[config.mk]
export PLATFORM = sky130hd
export DESIGN_NAME = fix2flt_batch_seq
export DESIGN_NICKNAME = d
export VERILOG_FILES = /design/src/rtl/fix2flt_pkg.sv /design/src/rtl/cv_watchdog.sv /design/src/rtl/fix2flt_batch_seq.sv
export SDC_FILE = /design/constraint.sdc
export NUM_CORES = 1
export LEC_CHECK = 0
export BUFFER_PORTS_ARGS = -buffer_cell sky130_fd_sc_hd__buf_2
export CORE_UTILIZATION = 50
export CTS_BUF_LIST = sky130_fd_sc_hd__clkbuf_8
export CTS_CLUSTER_SIZE = 20
export DETAILED_ROUTE_END_ITERATION = 12
export PLACE_DENSITY_LB_ADDON = 0.3
export SYNTH_ARGS = -nofsm -noshare
export SYNTH_HDL_FRONTEND = slang
export SYNTH_SLANG_ARGS = --single-unit
[constraint.sdc]
create_clock -name clk_i -period 2.05 [get_ports clk_i]
set_input_delay 0.3075 -clock clk_i [delete_from_list [all_inputs] [get_ports clk_i]]
set_output_delay 0.3075 -clock clk_i [all_outputs]
set_load 0.05 [all_outputs]
[src/rtl/fix2flt_pkg.sv]
// Shared types and defaults for the fix(8.8)->float16 batch sequencer.
package fix2flt_pkg;

   typedef enum logic [3:0] {
      ST_IDLE,
      ST_RD_LO,
      ST_RD_HI,
      ST_START,
      ST_WAIT,
      ST_WR_LO,
      ST_WR_HI,
      ST_NEXT,
      ST_FIN
   } state_t;

   localparam logic [7:0]  SRC_BASE_DEF   = 8'd0;
   localparam logic [7:0]  DST_BASE_DEF   = 8'd64;
   localparam logic [15:0] TIMEOUT_DEF    = 16'd4095;
   localparam logic [7:0]  BYTES_PER_ITEM = 8'd2;

   // Byte address of the lo (hi=0) or hi (hi=1) byte of item idx; wraps modulo 256.
   function automatic logic [7:0] item_addr(input logic [7:0] base,
                                            input logic [6:0] idx,
                                            input logic       hi);
      return base + ({1'b0, idx} * BYTES_PER_ITEM) + {7'b0, hi};
   endfunction

endpackage

[src/rtl/cv_watchdog.sv]
// Converter watchdog: down-counter loaded with LIMIT on clear, expires at terminal count 0.
module cv_watchdog #(
   parameter logic [15:0] LIMIT = 16'd4095
) (
   input  logic clk_i,
   input  logic rst_ni,
   input  logic clear_i,
   input  logic enable_i,
   output logic expired_o
);

   logic [15:0] cnt_q, cnt_d;

   assign expired_o = (cnt_q == 16'd0);

   always_comb begin
      cnt_d = cnt_q;
      if (clear_i) begin
         cnt_d = LIMIT;
      end else if (enable_i && !expired_o) begin
         cnt_d = cnt_q - 16'd1;
      end
   end

   always_ff @(posedge clk_i or negedge rst_ni) begin
      if (!rst_ni) begin
         cnt_q <= '0;
      end else begin
         cnt_q <= cnt_d;
      end
   end

endmodule

[src/rtl/fix2flt_batch_seq.sv]
// Batch sequencer: streams operands from dat_mem through the fix->float16 converter
// and writes each result back, with a watchdog on the converter handshake.
//
// state   | meaning
// IDLE    | waiting for go
// RD_LO   | read operand lo byte
// RD_HI   | read operand hi byte, load cv_operand
// START   | one-cycle converter start, watchdog reload
// WAIT    | wait for armed cv_done or watchdog expiry
// WR_LO   | write result lo byte
// WR_HI   | write result hi byte
// NEXT    | advance index, decide loop or finish
// FIN     | one-cycle done pulse
module fix2flt_batch_seq
   import fix2flt_pkg::*;
#(
   parameter logic [7:0]  SRC_BASE = SRC_BASE_DEF,
   parameter logic [7:0]  DST_BASE = DST_BASE_DEF,
   parameter logic [15:0] TIMEOUT  = TIMEOUT_DEF
) (
   input  logic        clk_i,
   input  logic        rst_ni,
   input  logic        go_i,
   input  logic [6:0]  count_i,
   output logic        busy_o,
   output logic        done_o,
   output logic        err_o,
   output logic [6:0]  items_done_o,
   output logic [7:0]  mem_addr_o,
   output logic        mem_wr_en_o,
   output logic [7:0]  mem_wdata_o,
   input  logic [7:0]  mem_rdata_i,
   output logic        cv_start_o,
   output logic [15:0] cv_operand_o,
   input  logic        cv_done_i,
   input  logic [15:0] cv_result_i
);

   state_t      state_q, state_d;
   logic [6:0]  count_q, count_d;
   logic [6:0]  idx_q, idx_d;
   logic [6:0]  items_q, items_d;
   logic [7:0]  lo_q, lo_d;
   logic [15:0] operand_q, operand_d;
   logic [15:0] result_q, result_d;
   logic        err_q, err_d;
   logic        armed_q, armed_d;
   logic        wd_clear, wd_enable, wd_expired;

   cv_watchdog #(.LIMIT(TIMEOUT)) u_watchdog (
      .clk_i     (clk_i),
      .rst_ni    (rst_ni),
      .clear_i   (wd_clear),
      .enable_i  (wd_enable),
      .expired_o (wd_expired)
   );

   assign err_o        = err_q;
   assign items_done_o = items_q;
   assign cv_operand_o = operand_q;

   always_comb begin
      state_d     = state_q;
      count_d     = count_q;
      idx_d       = idx_q;
      items_d     = items_q;
      lo_d        = lo_q;
      operand_d   = operand_q;
      result_d    = result_q;
      err_d       = err_q;
      armed_d     = armed_q;
      wd_clear    = 1'b0;
      wd_enable   = 1'b0;
      mem_addr_o  = 8'd0;
      mem_wr_en_o = 1'b0;
      mem_wdata_o = 8'd0;
      cv_start_o  = 1'b0;
      done_o      = 1'b0;
      busy_o      = (state_q != ST_IDLE);

      case (state_q)
         ST_IDLE: begin
            if (go_i) begin
               count_d = count_i;
               idx_d   = 7'd0;
               items_d = 7'd0;
               err_d   = 1'b0;
               state_d = (count_i == 7'd0) ? ST_FIN : ST_RD_LO;
            end
         end
         ST_RD_LO: begin
            mem_addr_o = item_addr(SRC_BASE, idx_q, 1'b0);
            lo_d       = mem_rdata_i;
            state_d    = ST_RD_HI;
         end
         ST_RD_HI: begin
            // Operand changes only on entry to START so it stays stable between starts.
            mem_addr_o = item_addr(SRC_BASE, idx_q, 1'b1);
            operand_d  = {mem_rdata_i, lo_q};
            state_d    = ST_START;
         end
         ST_START: begin
            cv_start_o = 1'b1;
            armed_d    = 1'b0;
            wd_clear   = 1'b1;
            state_d    = ST_WAIT;
         end
         ST_WAIT: begin
            // A done still high from the previous conversion is ignored until it has dropped.
            wd_enable = 1'b1;
            armed_d   = armed_q | ~cv_done_i;
            if (cv_done_i && armed_q) begin
               result_d = cv_result_i;
               state_d  = ST_WR_LO;
            end else if (wd_expired) begin
               err_d   = 1'b1;
               state_d = ST_FIN;
            end
         end
         ST_WR_LO: begin
            mem_addr_o  = item_addr(DST_BASE, idx_q, 1'b0);
            mem_wdata_o = result_q[7:0];
            mem_wr_en_o = 1'b1;
            state_d     = ST_WR_HI;
         end
         ST_WR_HI: begin
            mem_addr_o  = item_addr(DST_BASE, idx_q, 1'b1);
            mem_wdata_o = result_q[15:8];
            mem_wr_en_o = 1'b1;
            state_d     = ST_NEXT;
         end
         ST_NEXT: begin
            items_d = items_q + 7'd1;
            idx_d   = idx_q + 7'd1;
            state_d = (idx_d == count_q) ? ST_FIN : ST_RD_LO;
         end
         ST_FIN: begin
            done_o  = 1'b1;
            state_d = ST_IDLE;
         end
         default: begin
            state_d = ST_IDLE;
         end
      endcase
   end

   always_ff @(posedge clk_i or negedge rst_ni) begin
      if (!rst_ni) begin
         state_q   <= ST_IDLE;
         count_q   <= '0;
         idx_q     <= '0;
         items_q   <= '0;
         lo_q      <= '0;
         operand_q <= '0;
         result_q  <= '0;
         err_q     <= 1'b0;
         armed_q   <= 1'b0;
      end else begin
         state_q   <= state_d;
         count_q   <= count_d;
         idx_q     <= idx_d;
         items_q   <= items_d;
         lo_q      <= lo_d;
         operand_q <= operand_d;
         result_q  <= result_d;
         err_q     <= err_d;
         armed_q   <= armed_d;
      end
   end

endmodule

# Word level (Yosys, flattened, before mapping)
# Cells that the tools add are included.
# totals
input_bits	35
output_inout_bits	44
register_bits	83
# op_classes
n_eq_ne	13
bitwise_logic	2
reduce_logical	17
n_addsub	6
mux	22
# op_table
op	count
16-bit 2-to-1 mux	2
4-bit one-hot mux with 8 select lines	1
8-bit one-hot mux with 4 select lines	1
7-bit one-hot mux with 2 select lines	2
4-bit 2-to-1 mux	5
8-bit by 1-bit adder with 8-bit output (second input constant)	2
4-bit by 3-bit equality test with 1-bit output (second input constant)	4
16-bit zero test	1
8-bit one-hot mux with 2 select lines	1
16-bit by 1-bit subtractor with 16-bit output (second input constant)	1
7-bit by 1-bit adder with 7-bit output (second input constant)	2
7-bit by 8-bit adder with 8-bit output (first input constant)	1
4-bit by 2-bit equality test with 1-bit output (second input constant)	2
2-bit AND reduction	4
2-bit nonzero test	4
7-bit equality test	1
7-bit zero test	1
1-bit 2-to-1 mux	7
7-bit 2-to-1 mux	1
4-bit by 1-bit equality test with 1-bit output (second input constant)	1
4-bit equality test (second input constant)	1
4-bit zero test	1
2-bit != test (second input constant)	2
1-bit one-hot mux with 2 select lines	2
9 further kinds	10

# Depth between registers and ports, before layout
# Gate-level depths: netlist (run 1).
# depth
word_depth	5
depth_mapped	8
depth_no_buf	7

# Hierarchy
# A second synthesis (run 1) with hierarchy kept.
# unflattened
hier_cells	363
hier_area_um2	4071.4
# by_module_without_submodules
mod	n_inst	cells_per_inst	seq_area_each_um2	area_each_um2
fix2flt_batch_seq	1	268	1676.6	3160.5
cv_watchdog	1	95	400.4	910.9

# Worst setup path after synthesis (run 1)
# OpenSTA, ideal clock, no wires.
# synth_timing
kind	reg-to-output
from	register state_q[3]
to	output done_o
arrival_time_ps	2246
setup_slack_ps	-504
required_time_ps	1742
stages_incl_launch_ff	3
path_buffers	1
path_cell_list	dfrtp_1 -> buf_2 -> nor4b_1
# synth_between
elab_chain_cells	2
# synth_lines
item	line	rtl
from (decl)	fix2flt_batch_seq.sv:39	state_t state_q, state_d;
from (signal assigned)	fix2flt_batch_seq.sv:159	state_q <= state_d;
4-bit equality test	fix2flt_batch_seq.sv:81	case (state_q)
1-bit 2-to-1 mux	fix2flt_batch_seq.sv:81	
to (decl)	fix2flt_batch_seq.sv:26	output logic done_o,
# Every way passes these cells.

# Worst setup path after layout (run 1)
# layout_timing
from	register state_q[2]
to	output done_o
# Same word-level chain as after synthesis.

==> impl_metrics.yaml, run 1 <==
run_status:
  status: "complete, no violations"
global_route:
  grt_first_pass_wirelength_um: 14500
  met2_usage_pct: 34.1
  grt.overflow.total: 0
  grtUsageMet3_pct: 5.50
  grt_max_degree: 39
  grtUsageMet1_pct: 29.2
  grtUsageTotal_pct: 21.6
  antenna_found_initial: 0
  grt_busiest_layer: "met2"
  grt_pass1_vias: 3106
final_layout:
  syn_to_final_growth_pct: 22.4
  fin_util_pct: 64.2
  final_cells: 575
  nNetsFinal: 506
  drive_gt1_share_pct: 40.6
  diodes: 0
sta:
  finalCritPeriodShare_pct: 97.2
  fin_skew_ns: 0.0131
  finalSetupViolations: 0
  max_freq_mhz: 502
  setup_slack_ns: 0.0566
  maxSlewViolCount: 0
  hold_viol_final: 0
  fin_crit_ns: 1.99
  grt_setup_unrepaired: "true"
  worst_pin_slew_ns: 0.543
  slew_headroom_pct: 63.5
clock_tree:
  path_clk_slew_ns: 0.10
  cts-root-buf: "clkbuf_8"
  ctsHtreeMaxLevel: 3
  numCtsBuffers: 9
  tritoncts: "built"
  insertion_delay_ns: 0.36
  clockBufferDepth: 2
  cts_num_sinks: 83
die:
  row_count: 32
  core_area_um2: 7810
  die_area_um2: 8550
  pin_count: 79
  initial_core_util_pct: 52.4
  dieHeight_um: 92.5
  die_w_um: 92.5
power:
  ir_worst_vdd_mv: 1.02
  power.leakage_nw: 2.23
  powerDensity_nw_per_um2: 1560
  seqPwrFrac_pct: 36.3
  comb_power_share_pct: 50.0
  switching_power_mw: 3.46
  p_int_mw: 4.34
  switching_share_pct: 44.3
  pwr-share-clk_pct: 13.7
worst_setup_path:
  crit_top_cell: "buf_4"
  worstSetupEndpointType: "output pin"
  slowest_delay_ns: 0.49
  path_buf_inv: 2
  crit_slowest_cell: "dfrtp_1"
  crit_required_ns: 1.74
  critPathTopFamily: "flip-flops"
  worstPathArrival_ns: 1.69
  crit_fanout: 7
  path_cells: "buf_4, nor4b_2, buf_4"
  criticalPathCategory: "register to output pin"
  start_kind: "register"
yosys:
  ys_top_cells_by_area: "dfrtp_1 51%, mux2_2 13%, xnor2_1 3.6%"
  synth_fp_nets: 406
  synth_top_area_share_pct: 50.7
  synth.cell_area_um2: 4090
  async_flop_share_pct: 100
  yosysMostFrequentCell: "dfrtp_1"
  ys_ff_latch: 83
  syn_area_per_cell_um2: 11.1
  yosys.area.top_type: "dfrtp_1"
  synth_edf_count: 0
  yosys_warnings: 0
  ys_types: 44
  synthFlopType: "dfrtp_1"
  syn_inst: 368
  yosysSeqAreaShare_pct: 50.7
  synth_common_cells: "83 x dfrtp_1, 47 x mux2_2, 33 x nand2_1, 31 x nor2_1, 20 x o21ai_0"
placement:
  placedCellCount: 552
  dp_slack_ns: 0.0840
  dp_hpwl_um: 6030
  numPortBuffers: 78
  gp_congestion: 0.778
detailed_routing:
  drtIter0Drc: 95
  ant_nets: 0
  vias: 3082
  vias_per_cell: 5.36
  drcViolationCount: 0
  firstDrtPassIters: 4
  wl_per_cell_um: 14.6
  wl_um: 8420
run:
  drv_cap: 0
worst_hold_path:
  hold_class: "input pin to register"
kinds of logic after synthesis:
| kind of cell | after synthesis | synth area share [%] |
|---|---|---|
| compound gates | 49 | 8.07 |
| xor+xnor | 29 | 6.20 |
| fa+ha+maj | 3 | 0.917 |
| buf+inv | 24 | 2.87 |
| flops | 83 | 50.7 |
| mux | 47 | 12.9 |
| simple gates | 133 | 18.3 |
cell usage in the layout (no fill, tap or decap), types with 6 or more instances in the layout:
cell type and instances:
dfrtp_1 81, buf_2 59, mux2_2 47, nand2_1 33
buf_4 33, nor2_1 31, o21ai_0 20, xnor2_1 17
nand3_1 16, xor2_1 12, clkbuf_8 9, a21oi_1 8
a22oi_1 8, clkbuf_4 8, and2_1 7, inv_1 7
nor4_1 7, nand4_1 6, buf_6 6
sequential cells by signal (all words and copies together), names as in the netlist:
name,flops
armed_q,1
count_q,7
cv_operand_o,16
err_o,1
idx_q,7
items_done_o,7
lo_q,8
result_q,16
state_q,4
u_watchdog.cnt_q,16
layer usage:
metal / share of wire [%] / routed length (µm)
met5: 0 / 0
met4: 1.4 / 114
met3: 5.2 / 436
met2: 48 / 4060
met1: 45 / 3810
worst register-to-register path, stage by stage, from the launching register on:
cell	delay (ns)
dfrtp_2	0.46
buf_4	0.15
nor4b_4	0.35
and3_1	0.20
buf_4	0.23
mux2_2	0.37
area by class of cell:
cell class	count	area, µm²
Fill cell	640	2800
Sequential cell	83	2080
Multi-Input combinational cell	261	1920
Timing Repair Buffer	107	681
Tap cell	102	128
Clock buffer	9	124
Clock inverter	7	52.6
Inverter	6	22.5
through the flow:
stage	power [mW]	TNS [ns]	hold WS, ns	instance area [µm²]
floorplan	5.62	0	0.0119	4100
global placement	6.44	0	0.301	4690
detailed placement	6.56	0	0.301	4690
CTS	7.72	0	0.160	4920
global route	8.31	-0.0163	0.158	5010
finish	7.80	0	0.168	5010
power groups by stage:
stage | logic (mW) | clock network, mW | registers (mW)
2_1_floorplan | 2.28 | 0 | 3.33
3_3_place_gp | 3.61 | 0 | 2.82
3_5_place_dp | 3.69 | 0 | 2.87
4_1_cts | 3.79 | 1.10 | 2.83
5_1_grt | 4.22 | 1.16 | 2.92
6_report | 3.90 | 1.07 | 2.83
final timing paths:
check                                     from         endpoint  slack, ns  cells past startpoint
max in group asynchronous               rst_ni          lo_q[4]       0.98                      3
worst min register to register         lo_q[4]  cv_operand_o[4]       0.51                      1
worst max-delay path                state_q[2]           done_o       0.06                      3
worst min-delay path            cv_result_i[9]      result_q[9]       0.17                      2
worst max register to register      state_q[1]      result_q[4]       0.18                      5
min in group asynchronous               rst_ni      result_q[9]       0.44                      2
what timing repair did:
action                                  4_1_cts  5_1_grt
pin swaps                                     0        1
hold buffers                                  1        0
resized for setup                            11       21
hold endpoints to repair                     35        0
setup buffers                                 3        3
endpoints found under the setup margin       16       19
Power figures use the tool's default switching activity.
==> run 2: changes to the inputs <==
--- a/config.mk
+++ b/config.mk
@@ -5,8 +5,9 @@
 export SDC_FILE = /design/constraint.sdc
 export NUM_CORES = 1
 export LEC_CHECK = 0
+export ABC_AREA = 1
 export BUFFER_PORTS_ARGS = -buffer_cell sky130_fd_sc_hd__buf_2
-export CORE_UTILIZATION = 50
+export CORE_UTILIZATION = 44
 export CTS_BUF_LIST = sky130_fd_sc_hd__clkbuf_8
 export CTS_CLUSTER_SIZE = 20
 export DETAILED_ROUTE_END_ITERATION = 12
==> run 2 against run 1 <==
Net effect:
- sequential share of layout area is 0.64 points lower
- clock-buffer cell count did not move
- synthesized cell count increased by 28%
- design area is 1.4% higher
- sequential power decreased by 5%
==> impl_metrics.yaml, run 2 <==
sta:
  slew_headroom_pct: 60.4
  grt_setup_unrepaired: "true"
  hold_viol_final: 0
  worst_pin_slew_ns: 0.588
  setup_slack_ns: 0.0322
  maxSlewViolCount: 0
  fin_crit_ns: 2.02
  finalSetupViolations: 0
  max_freq_mhz: 496
  fin_skew_ns: 0.00713
  finalCritPeriodShare_pct: 98.4
clock_tree:
  tritoncts: "built"
  cts-root-buf: "clkbuf_8"
  path_clk_slew_ns: 0.10
  numCtsBuffers: 9
  insertion_delay_ns: 0.36
  ctsHtreeMaxLevel: 3
  cts_num_sinks: 83
  clockBufferDepth: 2
yosys:
  synth_edf_count: 0
  syn_area_per_cell_um2: 8.66
  yosys.area_share.xor_xnor_pct: 0.429
  ys_types: 38
  yosys.area.top_type: "dfrtp_1"
  ys_ff_latch: 83
  synth_fa_ha_area_share_pct: 0.918
  synth_mux_area_share_pct: 5.05
  yosysMostFrequentCell: "nand2_1"
  synth-compound-area-share_pct: 10.8
  synth_top_area_share_pct: 50.8
  yosysSeqAreaShare_pct: 50.8
  synthFlopType: "dfrtp_1"
  syn_inst: 472
  ys_top_cells_by_area: "dfrtp_1 51%, nand2_1 11%, inv_1 5.1%"
  synth_fp_nets: 510
  synth_common_cells: "122 x nand2_1, 83 x dfrtp_1, 55 x inv_1, 40 x o21ai_0, 37 x nor2_1"
  yosys_warnings: 0
  synth.cell_area_um2: 4090
  async_flop_share_pct: 100
  synth_top_family_by_area: "simple AND/OR/NAND/NOR gates"
  yosys.area_share.simple_pct: 25.0
placement:
  dp_slack_ns: 0.198
  dpl-instance-area_um2: 4710
  numPortBuffers: 78
  dp_hpwl_um: 6450
  gp_congestion: 0.857
detailed_routing:
  firstDrtPassIters: 6
  ant_nets: 0
  drtIter0Drc: 174
  wl_per_cell_um: 13.2
  wl_um: 8990
  vias_per_cell: 5.09
  vias: 3469
  drcViolationCount: 0
final_layout:
  drive_gt1_share_pct: 30.0
  final_common_cell: "nand2_1"
  syn_to_final_growth_pct: 24.4
  layout_common_cells: "120 x nand2_1, 83 x dfrtp_1, 60 x buf_2, 50 x inv_1, 39 x o21ai_0"
  diodes: 0
  finalInstanceArea_um2: 5080
  nNetsFinal: 606
die:
  pin_count: 79
  die_w_um: 98.4
  core_area_um2: 8850
  dieHeight_um: 98.4
  die_area_um2: 9680
  row_count: 34
  initial_core_util_pct: 46.2
power:
  ir_worst_vdd_mv: 0.816
  powerDensity_nw_per_um2: 1490
  power.leakage_nw: 2.52
global_route:
  grtUsageTotal_pct: 19.8
  grt.overflow.total: 0
  grt_max_degree: 54
  grt_busiest_layer: "met2"
  grtUsageMet3_pct: 3.22
  grt_pass1_vias: 3468
  grtUsageMet1_pct: 25.5
  met2_usage_pct: 33.7
  grt_first_pass_wirelength_um: 15400
  antenna_found_initial: 0
worst_setup_path:
  crit_fanout: 6
  crit_required_ns: 1.74
  worstSetupEndpointType: "output pin"
  start_kind: "register"
  worstPathArrival_ns: 1.71
  criticalPathCategory: "register to output pin"
run_status:
  status: "complete, no violations"
run:
  drv_cap: 0
worst_hold_path:
  hold_class: "input pin to register"
[run 2: where the power goes]
group	switching, mW	internal [mW]	total, mW
logic	2.55	1.19	3.74
registers	0.421	2.26	2.69
clock network	0.685	0.473	1.16
[run 2: stage by stage]
step | hold slack, ns | util [%] | std cells | setup TNS, ns | total power [mW]
after floorplan | 0.0119 | - | 472 | 0 | 5.34
after global placement | 0.275 | 53.3 | 659 | 0 | 6.11
after detailed placement | 0.273 | 53.3 | 659 | 0 | 6.21
after CTS | 0.138 | 56.4 | 679 | 0 | 7.47
after global routing | 0.160 | 57.5 | 681 | -0.222 | 8.11
final | 0.148 | 57.5 | 681 | 0 | 7.58
[run 2: routing by layer]
layer,wire (µm),vias up
li1,-,1731
met1,4050,1640
met2,4470,85
met3,366,13
met4,108,0
met5,0,-
[run 2: critical path, stage by stage, from the launching register on]
cell and delay, ns:
dfrtp_1 0.43, nor2_4 0.18, inv_4 0.07, nor2_4 0.10, inv_2 0.05, nand2_4 0.08
nor2_2 0.05, buf_6 0.14, nor2_4 0.09, buf_8 0.15
[run 2: final cells by class]
class / count / area (µm²)
clock inverters: 7 / 67.6
inverters: 60 / 228
clock buffers: 9 / 124
repair buffers: 95 / 616
well taps: 108 / 135
multi-input cells: 319 / 1840
fillers: 794 / 3760
flip-flops and latches: 83 / 2080
[run 2: final timing paths]
check / startpoint / to / slack (ns) / cells past startpoint
min reg2reg: cv_operand_o[6] / cv_operand_o[6] / 0.48 / 2
max in group asynchronous: rst_ni / result_q[3] / 1.04 / 3
min: count_i[5] / count_q[5] / 0.15 / 3
min in group asynchronous: rst_ni / u_watchdog.cnt_q[14] / 0.41 / 2
max reg2reg: u_watchdog.cnt_q[0] / u_watchdog.cnt_q[14] / 0.19 / 11
max: state_q[0] / mem_addr_o[1] / 0.03 / 9
[run 2: cell families after synthesis]
family | after synthesis
mux | 16
flops | 83
simple gates | 222
buf+inv | 70
xor+xnor | 2
compound gates | 76
fa+ha+maj | 3
[run 2: repair_timing]
item,in CTS,in global routing
buffers inserted,3,2
setup endpoints to repair,8,17
hold buffers,1,0
pin swaps,0,1
hold endpoints to repair,30,0
gates resized for setup,18,28
cloned,0,0
==> run 3: changes to the inputs <==
--- a/config.mk
+++ b/config.mk
@@ -7,10 +7,11 @@
 export LEC_CHECK = 0
 export ABC_AREA = 1
 export BUFFER_PORTS_ARGS = -buffer_cell sky130_fd_sc_hd__buf_2
-export CORE_UTILIZATION = 44
-export CTS_BUF_LIST = sky130_fd_sc_hd__clkbuf_8
+export CORE_UTILIZATION = 25
+export CTS_BUF_LIST = sky130_fd_sc_hd__clkbuf_4
 export CTS_CLUSTER_SIZE = 20
 export DETAILED_ROUTE_END_ITERATION = 12
+export MAX_ROUTING_LAYER = met4
 export PLACE_DENSITY_LB_ADDON = 0.3
 export SYNTH_ARGS = -nofsm -noshare
 export SYNTH_HDL_FRONTEND = slang
==> run 3 against run 2 <==
Net effect:
- the flow now finishes with violations (setup timing)
- worst hold slack worse by 0.099 ns
- setup slack worse by 0.12 ns
- maximum frequency shrank 5.5%
- sequential power about the same
- final cell count up 16%
- largest power group unchanged
- highest routed layer unchanged
==> impl_metrics.yaml, run 3 (synthesis results as in run 2) <==
final_layout:
  fin_util_pct: 33.0
  syn_to_final_growth_pct: 28.7
  final_common_cell: "nand2_1"
  drive_gt1_share_pct: 31.0
  nNetsFinal: 610
  layout_common_cells: "121 x nand2_1, 79 x dfrtp_1, 57 x buf_2, 49 x inv_1, 39 x o21ai_0"
  diodes: 0
  final_cells: 793
global_route:
  grt.overflow.total: 0
  antenna_found_initial: 0
  grtUsageTotal_pct: 13.3
  grt_first_pass_wirelength_um: 16800
  grt_max_degree: 40
  grt_pass1_vias: 3508
worst_hold_path:
  hold_class: "input pin to register"
  min-delay-start: "count_i[5]"
  holdPathStages: 3
  hold_path_end: "count_q[5]"
die:
  row_count: 46
  die_area_um2: 16900
  die_w_um: 130
  core_area_um2: 15900
  initial_core_util_pct: 25.6
  dieHeight_um: 130
  pin_count: 79
detailed_routing:
  firstDrtPassIters: 4
  vias: 3467
  vias_per_cell: 4.37
  drtIter0Drc: 132
  drcViolationCount: 0
  ant_nets: 0
  wl_per_cell_um: 12.7
  wl_um: 10100
power:
  pwr-share-clk_pct: 12.7
  seqPwrFrac_pct: 35.9
  power.leakage_nw: 2.54
  comb_power_share_pct: 51.5
  power_mw: 7.59
  ir_worst_vdd_mv: 0.632
  p_int_mw: 3.87
  switching_power_mw: 3.72
  powerDensity_nw_per_um2: 1440
  switching_share_pct: 49.0
clock_tree:
  path_clk_slew_ns: 0.15
  insertion_delay_ns: 0.47
  clockBufferDepth: 2
  cts-root-buf: "clkbuf_4"
  numCtsBuffers: 9
  cts_num_sinks: 83
  ctsHtreeMaxLevel: 3
  tritoncts: "built"
sta:
  fin_crit_ns: 2.14
  maxSlewViolCount: 0
  finalSetupViolations: 15
  tns_ns: -0.822
  finalCritPeriodShare_pct: 104
  fin_skew_ns: 0.0143
  slew_headroom_pct: 66.3
  hold_viol_final: 0
  setup_slack_ns: -0.0856
  grt_setup_unrepaired: "true"
  worst_pin_slew_ns: 0.501
  whs_ns: 0.0487
  max_freq_mhz: 468
worst_setup_path:
  critPathTopFamily: "buffers and inverters"
  start_kind: "register"
  worstRegToRegCells: 11
  worstSetupEndpointType: "output pin"
  worstPathArrival_ns: 1.83
  criticalPathCategory: "register to output pin"
  path_cells: "inv_2, nor2_4, buf_4, o21ai_2, inv_2, nor2_4, buf_12, nor2_4, buf_8"
  r2r_end: "u_watchdog.cnt_q[14]"
  slowest_delay_ns: 0.48
  crit_slowest_cell: "dfrtp_2"
  path_depth: 9
  r2r_setup_slack_ns: 0.20
  r2r-start: "u_watchdog.cnt_q[0]"
  crit_fanout: 6
  crit_required_ns: 1.74
  crit_top_cell: "nor2_4"
  path_buf_inv: 5
run:
  drv_cap: 0
placement:
  dp_hpwl_um: 7390
  numPortBuffers: 78
  gp_congestion: 0.825
  placedCellCount: 768
run_status:
  violations: "setup timing"
  status: "complete, but fails checks"
run 3: cell count changes in the layout (fill, tap and decap cells not counted), sizes merged:
cell,before,now
clkbuf,19,9
clkinvlp,3,1
buf,84,98
inv,64,66
run 3: area by class of cell:
cell class,instances,area [µm²]
clock inverters,7,65.1
clock buffers,9,67.6
well taps,216,270
repair buffers,99,707
inverters,60,225
fillers,1698,10700
flip-flops and latches,83,2080
multi-input cells,319,1840
run 3: power groups by stage:
stage / combinational [mW] / clock [mW] / sequential [mW]
6_report: 3.91 / 0.961 / 2.72
3_3_place_gp: 3.48 / 0 / 2.71
4_1_cts: 3.81 / 1.02 / 2.71
5_1_grt: 4.29 / 1.08 / 2.81
2_1_floorplan: 2.07 / 0 / 3.27
3_5_place_dp: 3.54 / 0 / 2.73
run 3: what timing repair did:
action / 4_1_cts / 5_1_grt
buffers inserted: 5 / 5
hold buffers: 1 / 0
endpoints found under the hold margin: 27 / 0
pin swaps: 2 / 4
gates cloned: 0 / 0
setup endpoints to repair: 18 / 20
gates resized for setup: 47 / 19
run 3: worst register-to-register path, stage by stage, from the launching register on:
cell     delay, ns
dfrtp_1       0.42
inv_1         0.08
ha_1          0.25
nand3_1       0.11
nor2_2        0.14
nand2_2       0.11
nand2_4       0.12
nand2_2       0.18
nand2_1       0.17
o21ai_0       0.09
nand2_1       0.06
nor2_1        0.04
run 3: per-layer routing:
metal | global-route usage (%) | part of all wire [%]
met5 | - | 0
met4 | 5.40 | 1.7
met3 | 2.87 | 3.3
met2 | 21.1 | 47
met1 | 16.4 | 48
run 3: stage by stage:
stage	setup WS [ns]	instance area (µm²)
4_1_cts	-0.124	5190
5_1_grt	-0.211	5260
3_5_place_dp	0.207	4860
2_1_floorplan	0.0515	4150
6_report	-0.0856	5260
3_3_place_gp	0.188	4860
run 3: worst max-delay path by stage:
stage / from / endpoint / slack [ns]
global route: state_q[1] / mem_addr_o[5] / -0.21
CTS: state_q[1] / mem_addr_o[5] / -0.12
global placement: state_q[0] / mem_addr_o[5] / 0.19
floorplan: state_q[0] / mem_addr_o[7] / 0.05
detailed placement: u_watchdog.cnt_q[0] / u_watchdog.cnt_q[14] / 0.21
finish: state_q[1] / mem_addr_o[5] / -0.09
